### src/rtl/coincident_edge_recorder_if.sv
// Record read-out channel: valid/ready handshake carrying event kind and timestamp.
interface coincident_edge_recorder_if #(
    parameter int TS_WIDTH = 16
);
    logic                out_valid;
    logic                out_ready;
    logic [1:0]          out_kind;
    logic [TS_WIDTH-1:0] out_ts;

    modport master (output out_valid, output out_kind, output out_ts, input out_ready);
    modport slave  (input out_valid, input out_kind, input out_ts, output out_ready);
endinterface

### src/rtl/coincident_edge_recorder.sv
// Rising-edge recorder for two event lines: classifies A/B/coincident edges,
// timestamps them and queues them in a FIFO with drop/coincidence statistics.
module coincident_edge_recorder #(
    parameter int TS_WIDTH  = 16,
    parameter int DEPTH     = 8,
    parameter int CNT_WIDTH = 16
) (
    input  logic                       clk,
    input  logic                       rst,
    input  logic                       a_i,
    input  logic                       b_i,
    coincident_edge_recorder_if.master out_if,
    output logic [$clog2(DEPTH):0]     level_o,
    output logic                       overflow_o,
    output logic [CNT_WIDTH-1:0]       drop_count_o,
    output logic [CNT_WIDTH-1:0]       count_both_o
);
    localparam int PW = $clog2(DEPTH);
    localparam int LW = PW + 1;

    logic                 a_q, b_q;
    logic [TS_WIDTH-1:0]  ts_q, ts_d;
    logic [PW-1:0]        wr_q, wr_d, rd_q, rd_d;
    logic [LW-1:0]        level_q, level_d;
    logic                 ovf_q, ovf_d;
    logic [CNT_WIDTH-1:0] drop_q, drop_d;
    logic [CNT_WIDTH-1:0] both_q, both_d;

    logic [1:0]           kind_mem [DEPTH];
    logic [TS_WIDTH-1:0]  ts_mem   [DEPTH];

    logic ea, eb, rec, empty, full, pop, push, drop;

    always_comb begin
        ea    = a_i & ~a_q;
        eb    = b_i & ~b_q;
        rec   = ea | eb;
        empty = (level_q == '0);
        full  = (level_q == LW'(DEPTH));
        pop   = ~empty & out_if.out_ready;
        // A pop in the same cycle frees the slot, so a full FIFO still accepts.
        push  = rec & (~full | pop);
        drop  = rec & full & ~pop;

        ts_d    = ts_q + TS_WIDTH'(1);
        wr_d    = push ? wr_q + PW'(1) : wr_q;
        rd_d    = pop  ? rd_q + PW'(1) : rd_q;
        level_d = level_q + LW'(push) - LW'(pop);
        ovf_d   = ovf_q | drop;
        drop_d  = (drop && (drop_q != '1)) ? drop_q + CNT_WIDTH'(1) : drop_q;
        both_d  = (ea && eb && (both_q != '1)) ? both_q + CNT_WIDTH'(1) : both_q;
    end

    always_ff @(posedge clk) begin
        // Edge history follows the inputs even in reset, so levels held high
        // through reset do not look like edges afterwards.
        a_q <= a_i;
        b_q <= b_i;
        if (rst) begin
            ts_q    <= '0;
            wr_q    <= '0;
            rd_q    <= '0;
            level_q <= '0;
            ovf_q   <= 1'b0;
            drop_q  <= '0;
            both_q  <= '0;
        end else begin
            ts_q    <= ts_d;
            wr_q    <= wr_d;
            rd_q    <= rd_d;
            level_q <= level_d;
            ovf_q   <= ovf_d;
            drop_q  <= drop_d;
            both_q  <= both_d;
        end
    end

    always_ff @(posedge clk) begin
        if (push && !rst) begin
            kind_mem[wr_q] <= {eb, ea};
            ts_mem[wr_q]   <= ts_q;
        end
    end

    assign out_if.out_valid = ~empty;
    assign out_if.out_kind  = empty ? 2'b00 : kind_mem[rd_q];
    assign out_if.out_ts    = empty ? '0 : ts_mem[rd_q];
    assign level_o          = level_q;
    assign overflow_o       = ovf_q;
    assign drop_count_o     = drop_q;
    assign count_both_o     = both_q;
endmodule

### src/flat_wrapper.sv
// flat-port wrapper written by rule: the top's interface ports become plain ports
module coincident_edge_recorder_flat 
#(
    parameter int TS_WIDTH  = 16,
    parameter int DEPTH     = 8,
    parameter int CNT_WIDTH = 16
)
  (clk, rst, a_i, b_i, level_o, overflow_o, drop_count_o, count_both_o, out_if_out_valid, out_if_out_kind, out_if_out_ts, out_if_out_ready);
  coincident_edge_recorder_if #(.TS_WIDTH(TS_WIDTH)) out_if_i ();
  input  logic clk;
  input  logic rst;
  input  logic a_i;
  input  logic b_i;
  output logic [$clog2(DEPTH):0] level_o;
  output logic overflow_o;
  output logic [CNT_WIDTH-1:0] drop_count_o;
  output logic [CNT_WIDTH-1:0] count_both_o;
  output wire logic [$bits(out_if_i.out_valid)-1:0] out_if_out_valid;
  output wire logic [$bits(out_if_i.out_kind)-1:0] out_if_out_kind;
  output wire logic [$bits(out_if_i.out_ts)-1:0] out_if_out_ts;
  input wire logic [$bits(out_if_i.out_ready)-1:0] out_if_out_ready;
  assign out_if_out_valid = out_if_i.out_valid;
  assign out_if_out_kind = out_if_i.out_kind;
  assign out_if_out_ts = out_if_i.out_ts;
  assign out_if_i.out_ready = out_if_out_ready;
  coincident_edge_recorder #(.TS_WIDTH(TS_WIDTH), .DEPTH(DEPTH), .CNT_WIDTH(CNT_WIDTH)) u_core (.clk(clk), .rst(rst), .a_i(a_i), .b_i(b_i), .out_if(out_if_i), .level_o(level_o), .overflow_o(overflow_o), .drop_count_o(drop_count_o), .count_both_o(count_both_o));
endmodule
### config.mk
export PLATFORM = sky130hd
export DESIGN_NAME = coincident_edge_recorder_flat
export DESIGN_NICKNAME = d
export VERILOG_FILES = /design/src/rtl/coincident_edge_recorder_if.sv /design/src/rtl/coincident_edge_recorder.sv /design/src/flat_wrapper.sv
export SDC_FILE = /design/constraint.sdc
export NUM_CORES = 1
export LEC_CHECK = 0
export ABC_CLOCK_PERIOD_IN_PS = 4500
export CAP_MARGIN = 20
export CORE_UTILIZATION = 45
export CTS_CLUSTER_SIZE = 24
export DETAILED_ROUTE_END_ITERATION = 10
export SKIP_LAST_GASP = 1
export SLEW_MARGIN = 40
export SYNTH_ARGS = -nofsm -noshare
export SYNTH_HDL_FRONTEND = slang
export SYNTH_SLANG_ARGS = --single-unit
### constraint.sdc
create_clock -name clk -period 4.5 [get_ports clk]
set_clock_uncertainty 0.15 [all_clocks]
set_input_delay 1.125 -clock clk [delete_from_list [all_inputs] [get_ports clk]]
set_output_delay 1.125 -clock clk [all_outputs]
set_load 0.01 [all_outputs]
======== After elaboration in Yosys (flattened, before gate mapping) ========
Memories as Yosys holds them, arrays and structs flattened. A register that Yosys moved wholly into a read port is not among the register bits.
Cells that the tools add are included.
word-level totals
  output and inout bits ................... 56
  logic and storage cells ................. 49
  bits of input ports ..................... 5
  flip-flop bits (word level) ............. 61
  memories kept ........................... 2
  bits in writable memories ............... 144
cells by class
  reduce and logical (&&, ||, !) cells .... 6
  multiplexer cells ....................... 8
  add/sub/neg operators ................... 7
  bitwise gates (word level) .............. 14
  equal/unequal tests ..................... 3
memory list
  name             depth  bits a word  read ports  clocked after Yosys merged registers in  wr ports  RTL line                        RTL
  u_core.ts_mem    8      16           1           1                                        1         coincident_edge_recorder.sv:30  logic [TS_WIDTH-1:0] ts_mem [DEPTH];
  u_core.kind_mem  8      2            1           1                                        1         coincident_edge_recorder.sv:29  logic [1:0] kind_mem [DEPTH];
operators with widths
  cell                     number
  $add A16 B1 Y16 const B  3
  $ne A16 B16 Y1 const B   2
  $mux W16                 1
  $mux W3                  4
  $add A3 B1 Y3 const B    2
  $and A1 B1 Y1            6
  $not A1 Y1               5
  $add A4 B1 Y4            1
  $eq A4 B4 Y1 const B     1
  $logic_and A1 B1 Y1      4
  $logic_not A4 Y1         1
  $sub A4 B1 Y4            1
  $or A1 B1 Y1             3
  $mux W1                  2
  $mux W2                  1
  $logic_not A1 Y1         1

======== Depth between registers and ports, before layout ========
Gate-level depths: netlist of the first run.
  depth in word-level cells ............... 8
  gate-level depth with buffers ........... 12
  depth with buffers taken out ............ 11

======== Worst setup path before layout of the first run ========
Ideal clock, no wire load.
  kind .................................... input-to-reg
  start point ............................. input port a_i
  end point ............................... memory u_core.kind_mem[1][0] (enable)
  stages on the path ...................... 4
  required time ........................... 3.930 ns
  path buffers ............................ 0
  slack ................................... 0.486 ns
  arrival ................................. 3.444 ns
  setup time .............................. 0.420 ns
  path through ............................ nor2b_1 -> o2bb2ai_1 -> or3_1 -> nor3b_1
between the ends
  word-level cells in the longest chain between the ends .. 6
RTL lines
  item                           RTL line                        RTL
  start, declared                flat_wrapper.sv:12              input logic a_i;
  $and A1 B1 Y1                  coincident_edge_recorder.sv:35  ea = a_i & ~a_q;
  $or A1 B1 Y1                   coincident_edge_recorder.sv:37  rec = ea | eb;
  $and A1 B1 Y1                  coincident_edge_recorder.sv:42  push = rec & (~full | pop);
  $logic_and A1 B1 Y1            coincident_edge_recorder.sv:79  if (push && !rst) begin
  $mux W1                        coincident_edge_recorder.sv:79
  $mux W1 (not written as such)  coincident_edge_recorder.sv:80  kind_mem[wr_q] <= {eb, ea};
  end, declared                  coincident_edge_recorder.sv:29
No other way between the ends.

==> flow_summary_export.csv, run 1 <==
group,metric,value,unit
run_status,outcome,"complete, no violations",
sta,finalSetupViolCount,0,
clock_tree,postCtsSetupRepairBufs,0,
grt,grt_max_degree,72,
detailed_routing,vias,5156,
detailed_routing,drc,0,
detailed_routing,drt-wirelength-per-cell,18.6,um
final_layout,layout_commonest_cell,"edfxtp_1",
detailed_routing,drt_pass1_iterations,4,
grt,track_usage,17.9,%
clock_tree,clk_path_buf_depth,3,
sta,setup_ws,0.777,ns
worst_setup_path,critPathArrivalTime,2.45,ns
synth,synth.distinct_cells,45,
synth,ys_ff_latch,208,
final_layout,final_cell_mix,"edfxtp_1 (144), dfxtp_1 (63), clkdlybuf4s50_1 (59)",
worst_setup_path,critical_path_class,"reg2out",
final_layout,areaGrowthSynthToFinish,19.2,%
clock_tree,cts_resized,0,
power,switching_share,25.4,%
synth,synthArstFlopShare,0,%
power,power,4.84,mW
worst_setup_path,path_delay_family,"multiplexers",
power,power_density,475,nW/um2
sta,fmax,269,MHz
worst_setup_path,slowest_delay,0.54,ns
worst_setup_path,r2r_start,"u_core.level_o[2]",
power,p_clk_share,34.3,%
synth,synth_edf_count,144,
clock_tree,htree_levels,1,
clock_tree,cts_root_buf,"clkbuf_16",
worst_setup_path,rr_worst_depth,11,
worst_setup_path,slowest_stage,"mux4_2",
clock_tree,cts.clk_slew.worst_paths,0.06,ns
worst_setup_path,rrSetupSlack,2.00,ns
worst_setup_path,r2r_end,"u_core.level_o[2]",
worst_setup_path,crit_required,3.22,ns
hold_path,hold_start,"u_core.overflow_o",
sta,hold_viol_final,0,
power,switching_power,1.23,mW
place,dpl.hpwl,10.8,mm
clock_tree,ctsHoldBuffers,0,
synth,ys.flop_type,"edfxtp_1",
final_layout,antenna_cells,0,
sta,setup_tns,0,ns
power,leakagePower,3.28,nW
place,gp_congestion,0.750,
floorplan,core_area,18600,um2
flow_run,cap_viol_max_count,0,
floorplan,rows,50,
sta,fin_crit_sh,82.7,%
clock_tree,cts_tree,"done",
floorplan,ios,61,
final_layout,fin_util,54.7,%
worst_setup_path,crit_path_max_fanout,36,
floorplan,die_h,140,um
floorplan,initial_utilization,45.9,%
clock_tree,cts_made_buffers,22,
hold_path,hold_end,"u_core.overflow_o",
floorplan,dieArea,19600,um2
power,seqPwrFrac,44.4,%
detailed_routing,via_per_inst,5.64,
floorplan,chipWidth,140,um
synth,yosysWarnings,0,
detailed_routing,initialDrtViolationCount,287,
grt,grt_pass1_wl,27.3,mm
sta,rsz0062_at_grt,"no",
worst_setup_path,timing.critical_path.buf_inv,2,
place,dpl_worst_slack,0.932,ns
power,comb_power_share,21.3,%
place,placed_area,9530,um2
synth,syn_inst,592,
sta,drv_slew,0,
grt,antenna_found_initial,0,
sta,fin_crit,3.72,ns
synth,postSynthAreaPerCell,14.4,um2
hold_path,holdPathStages,2,
hold_path,hold_class,"reg2reg",
synth,synthesis.nets,608,
power,internal_power,3.61,mW
place,io_buffers,60,
power,max-vdd-ir-drop,0.308,mV
grt,gr-total-overflow,0,
worst_setup_path,worstPathCellList,"buf_12 -> mux4_2 -> mux2i_1 -> nor2_1 -> clkdlybuf4s50_1",
detailed_routing,antenna_left,0,
sta,slew_headroom,51.5,%
grt,first_global_vias,5176,
worst_setup_path,worstSetupStartpointType,"register",
synth,ys_seq_area_share,65.5,%
worst_setup_path,endpoint_kind,"output pin",
synth,syn-cell-area,8550,um2
detailed_routing,wl,17.0,mm
final_layout,fin_nets,681,
final_layout,final_cell_area,10200,um2
clock_tree,clk-insertion-delay-late,0.49,ns
clock_tree,clock-sinks,208,
sta,worstMarginPinSlew,0.728,ns
final_layout,num-fill-cells,1548,
final_layout,drive_gt1_share,16.2,%
## registers in the layout (all words and copies together) (netlist names), named ones only
register and cells:
u_core.overflow_o 1, u_core.drop_count_o 16, u_core.count_both_o 16, u_core.level_o 4, u_core.kind_mem 16, u_core.b_q 1, u_core.wr_q 3, u_core.a_q 1
u_core.ts_q 16, u_core.rd_q 3, u_core.ts_mem 128
## kinds of logic (layout without fill, tap and decap cells)
| logic type | Yosys count | after routing | share of synthesized area, % |
|---|---|---|---|
| flip-flops | 208 | 208 | 65.5 |
| multiplexers | 62 | 62 | 12.6 |
| XOR/XNOR | 16 | 16 | 1.64 |
| adder cells (fa/ha/maj) | 11 | 11 | 1.70 |
| AND/OR/NAND/NOR | 185 | 185 | 11.9 |
| buffers and inverters | 48 | 136 | 2.27 |
| AO/OA/AOI/OAI | 62 | 62 | 4.33 |
## stage by stage
stage	cells	hold WS, ns
after global routing	914	0.344
after floorplan	592	0.312
final	914	0.299
after detailed placement	875	0.294
after CTS	914	0.307
after global placement	875	0.282
## worst max path at each step
stage / to / depth (start not counted) / start / slack [ns]
CTS: out_if_out_kind[0] / 5 / register / 0.72
floorplan: u_core.kind_mem[1][0] / 4 / a_i / 0.49
finish: out_if_out_kind[0] / 5 / register / 0.78
global placement: u_core.level_o[2] / 9 / a_i / 1.01
global route: out_if_out_ts[6] / 5 / register / 0.64
detailed placement: u_core.ts_mem[3][10] / 8 / a_i / 0.93
## metal layers
metal,part of all wire [%],vias to the layer above,track usage (%)
met4,1.4,0,4.63
met1,45,2581,23.8
li1,-,2432,-
met2,49,121,30.3
met3,4.8,22,3.10
met5,0,-,0
## final cells by class
type | instances | area (um2) | area share (%)
Multi-Input combinational cell | 336 | 2790 | 27.4
Inverter | 13 | 48.8 | 0.479
Tap cell | 234 | 293 | 2.87
Timing Repair Buffer | 84 | 788 | 7.73
Sequential cell | 208 | 5610 | 55.0
Clock inverter | 9 | 55.1 | 0.540
Clock buffer | 30 | 614 | 6.03
## power groups by stage
stage | registers, mW | clock network [mW] | logic, mW
6_report | 2.15 | 1.66 | 1.03
3_5_place_dp | 2.19 | 0 | 1.06
4_1_cts | 2.15 | 1.71 | 1.06
5_1_grt | 2.16 | 1.78 | 1.14
2_1_floorplan | 2.18 | 0 | 0.649
3_3_place_gp | 2.19 | 0 | 1.05
## synthesized netlist by cell type (all sizes together), types with 9 or more instances
master	count	area (um2)
o31ai	16	120
o21ai	9	45.0
buf	12	58.8
a21oi	29	145
clkbuf	23	86.3
nor2b	13	81.3
nand3	16	80.1
ha	10	125
nand4	14	87.6
inv	13	48.8
nor2	50	188
edfxtp	144	4320
nand2	21	78.8
or4	16	120
mux2i	18	180
xor2	11	96.3
mux4	36	811
or3	9	56.3
dfxtp	64	1280
## tightest hold or removal path: stages (launching register included)
cell,delay (ns)
dfxtp_1,0.31
inv_1,0.05
a21oi_1,0.05
No activity file was read; power rests on OpenSTA's default activity.
==> run 2: changes to the inputs <==
Settings changed: ABC_CLOCK_PERIOD_IN_PS 4500 to 3600.
Clock period 4.5 ns to 3.6 ns, I/O delays scaled along.
==> run 2 against run 1 <==
Compared with the run above:
- worst setup slack lost 0.68 ns
- cell area grew 2.1%
- hold slack gained 0.0032 ns
- global-route usage grew 0.66 points
- routed wire length grew 3.9%
- via count grew 1.2%
- non-clock buffer count grew 10
- critical path type unchanged
- clock power grew 37%
- die area is the same
- register-to-register slack lost 1.1 ns
==> flow_summary_export.csv, run 2 (synthesis results as in run 1) <==
group,metric,value,unit
sta,drv_slew,0,
worst_setup_path,rr_worst_depth,10,
sta,rsz0062_at_grt,"no",
place,placed_area,9580,um2
worst_setup_path,endpoint_kind,"output pin",
grt,grt_max_degree,56,
sta,setup_tns,0,ns
sta,finalSetupViolCount,0,
power,switching_share,24.6,%
worst_setup_path,critPathArrivalTime,2.46,ns
sta,fmax,285,MHz
sta,worstMarginPinSlew,0.617,ns
final_layout,finalNonFillerCells,925,
hold_path,hold_class,"reg2reg",
clock_tree,ctsHoldBuffers,0,
worst_setup_path,worstSetupStartpointType,"register",
clock_tree,cts_made_buffers,22,
clock_tree,cts_root_buf,"clkbuf_16",
floorplan,core_area,18600,um2
worst_setup_path,rrSetupSlack,0.91,ns
detailed_routing,wl,17.7,mm
power,seqPwrFrac,42.5,%
floorplan,ios,61,
floorplan,die_h,140,um
final_layout,regArea,5610,um2
sta,slew_headroom,58.5,%
final_layout,final_cell_area,10400,um2
final_layout,layout_commonest_cell,"edfxtp_1",
power,switching_power,1.57,mW
floorplan,rows,50,
worst_setup_path,crit_path_max_fanout,15,
power,max-vdd-ir-drop,0.380,mV
final_layout,antenna_cells,0,
power,comb_power_share,21.7,%
worst_setup_path,slowest_delay,0.50,ns
grt,first_global_vias,5218,
detailed_routing,antenna_left,0,
power,internal_power,4.81,mW
clock_tree,clk_path_buf_depth,3,
worst_setup_path,critical_path_class,"reg2out",
grt,antenna_found_initial,0,
floorplan,chipWidth,140,um
worst_setup_path,worstPathCellList,"buf_12 -> buf_4 -> mux4_2 -> mux2i_1 -> nor2_1 -> clkdlybuf4s50_1",
clock_tree,cts.clk_slew.worst_paths,0.06,ns
place,io_buffers,60,
place,dp.cells,879,
final_layout,multiInputGateArea,2800,um2
final_layout,fin_nets,691,
sta,fin_crit_sh,97.4,%
final_layout,largest_reg_flops,128,
clock_tree,clock-sinks,208,
power,leakagePower,3.39,nW
worst_setup_path,path_delay_family,"buffers and inverters",
flow_run,cap_viol_max_count,0,
final_layout,areaGrowthSynthToFinish,21.8,%
place,dpl.hpwl,11.2,mm
sta,fin_crit,3.51,ns
worst_setup_path,slowest_stage,"clkdlybuf4s50_1",
final_layout,num-fill-cells,1513,
detailed_routing,drt_pass1_iterations,4,
floorplan,initial_utilization,45.9,%
final_layout,drive_gt1_share,17.4,%
grt,track_usage,18.5,%
worst_setup_path,r2r_start,"u_core.level_o[2]",
grt,grt_pass1_wl,28.2,mm
place,gp_congestion,0.793,
detailed_routing,initialDrtViolationCount,284,
final_layout,fin_util,55.9,%
clock_tree,htree_levels,1,
sta,hold_viol_final,0,
power,power_density,613,nW/um2
power,p_clk_share,35.7,%
detailed_routing,vias,5218,
clock_tree,clk-insertion-delay-late,0.50,ns
hold_path,hold_end,"u_core.overflow_o",
worst_setup_path,timing.critical_path.buf_inv,3,
clock_tree,cts_tree,"done",
final_layout,registers.top_by_ff_count,"u_core.ts_mem",
detailed_routing,drt-wirelength-per-cell,19.1,um
floorplan,dieArea,19600,um2
hold_path,holdPathStages,2,
final_layout,final_cell_mix,"edfxtp_1 (144), dfxtp_1 (62), clkdlybuf4s50_1 (59)",
worst_setup_path,r2r_end,"u_core.level_o[2]",
detailed_routing,drc,0,
grt,gr-total-overflow,0,
worst_setup_path,crit_required,2.55,ns
detailed_routing,via_per_inst,5.64,
hold_path,hold_start,"u_core.overflow_o",
power,power,6.38,mW
run_status,outcome,"complete, no violations",
[run 2: metal layers]
layer,part of all wire (%),GRT usage [%]
met5,0,0
met4,1.8,4.80
met3,4.2,2.89
met2,50,31.8
met1,44,24.6
[run 2: worst max path at each step]
stage,end,slack (ns),from,cells past startpoint
floorplan,u_core.kind_mem[3][0],-0.09,a_i,5
global placement,u_core.ts_mem[4][5],0.48,out_if_out_ready,6
detailed placement,out_if_out_valid,0.35,u_core.level_o[2],5
CTS,out_if_out_ts[15],0.01,register,5
global route,out_if_out_ts[14],0.01,register,6
finish,out_if_out_ts[14],0.09,register,6
[run 2: power by group through the flow]
stage / combinational, mW / clock [mW] / sequential (mW)
2_1_floorplan: 0.813 / 0 / 2.72
3_3_place_gp: 1.30 / 0 / 2.75
3_5_place_dp: 1.32 / 0 / 2.75
4_1_cts: 1.36 / 2.33 / 2.71
5_1_grt: 1.50 / 2.42 / 2.72
6_report: 1.39 / 2.28 / 2.71
[run 2: area by class of cell]
| cell class | instances | area share [%] |
|---|---|---|
| Multi-Input combinational cell | 336 | 26.8 |
| Sequential cell | 208 | 53.9 |
| Tap cell | 234 | 2.81 |
| Clock inverter | 9 | 1.14 |
| Inverter | 13 | 0.469 |
| Timing Repair Buffer | 94 | 8.96 |
| Clock buffer | 31 | 5.91 |
[run 2: per-stage QoR]
| step | hold slack, ns | setup slack [ns] |
|---|---|---|
| 6_report | 0.302 | 0.0949 |
| 5_1_grt | 0.344 | 0.0139 |
| 3_5_place_dp | 0.294 | 0.345 |
| 3_3_place_gp | 0.284 | 0.475 |
| 2_1_floorplan | 0.312 | -0.0884 |
| 4_1_cts | 0.311 | 0.0121 |
[run 2: worst min-delay path: cells and delay by family, from the launching register on]
family / cells / cell delay (ns)
buf+inv: 1 / 0.05
flops: 1 / 0.31
compound gates: 1 / 0.05
[run 2: timing repair]
item	CTS	global route
pin swaps	0	0
resized for setup	1	4
buffers inserted	0	5
gates cloned	1	0
endpoints found under the setup margin	19	17
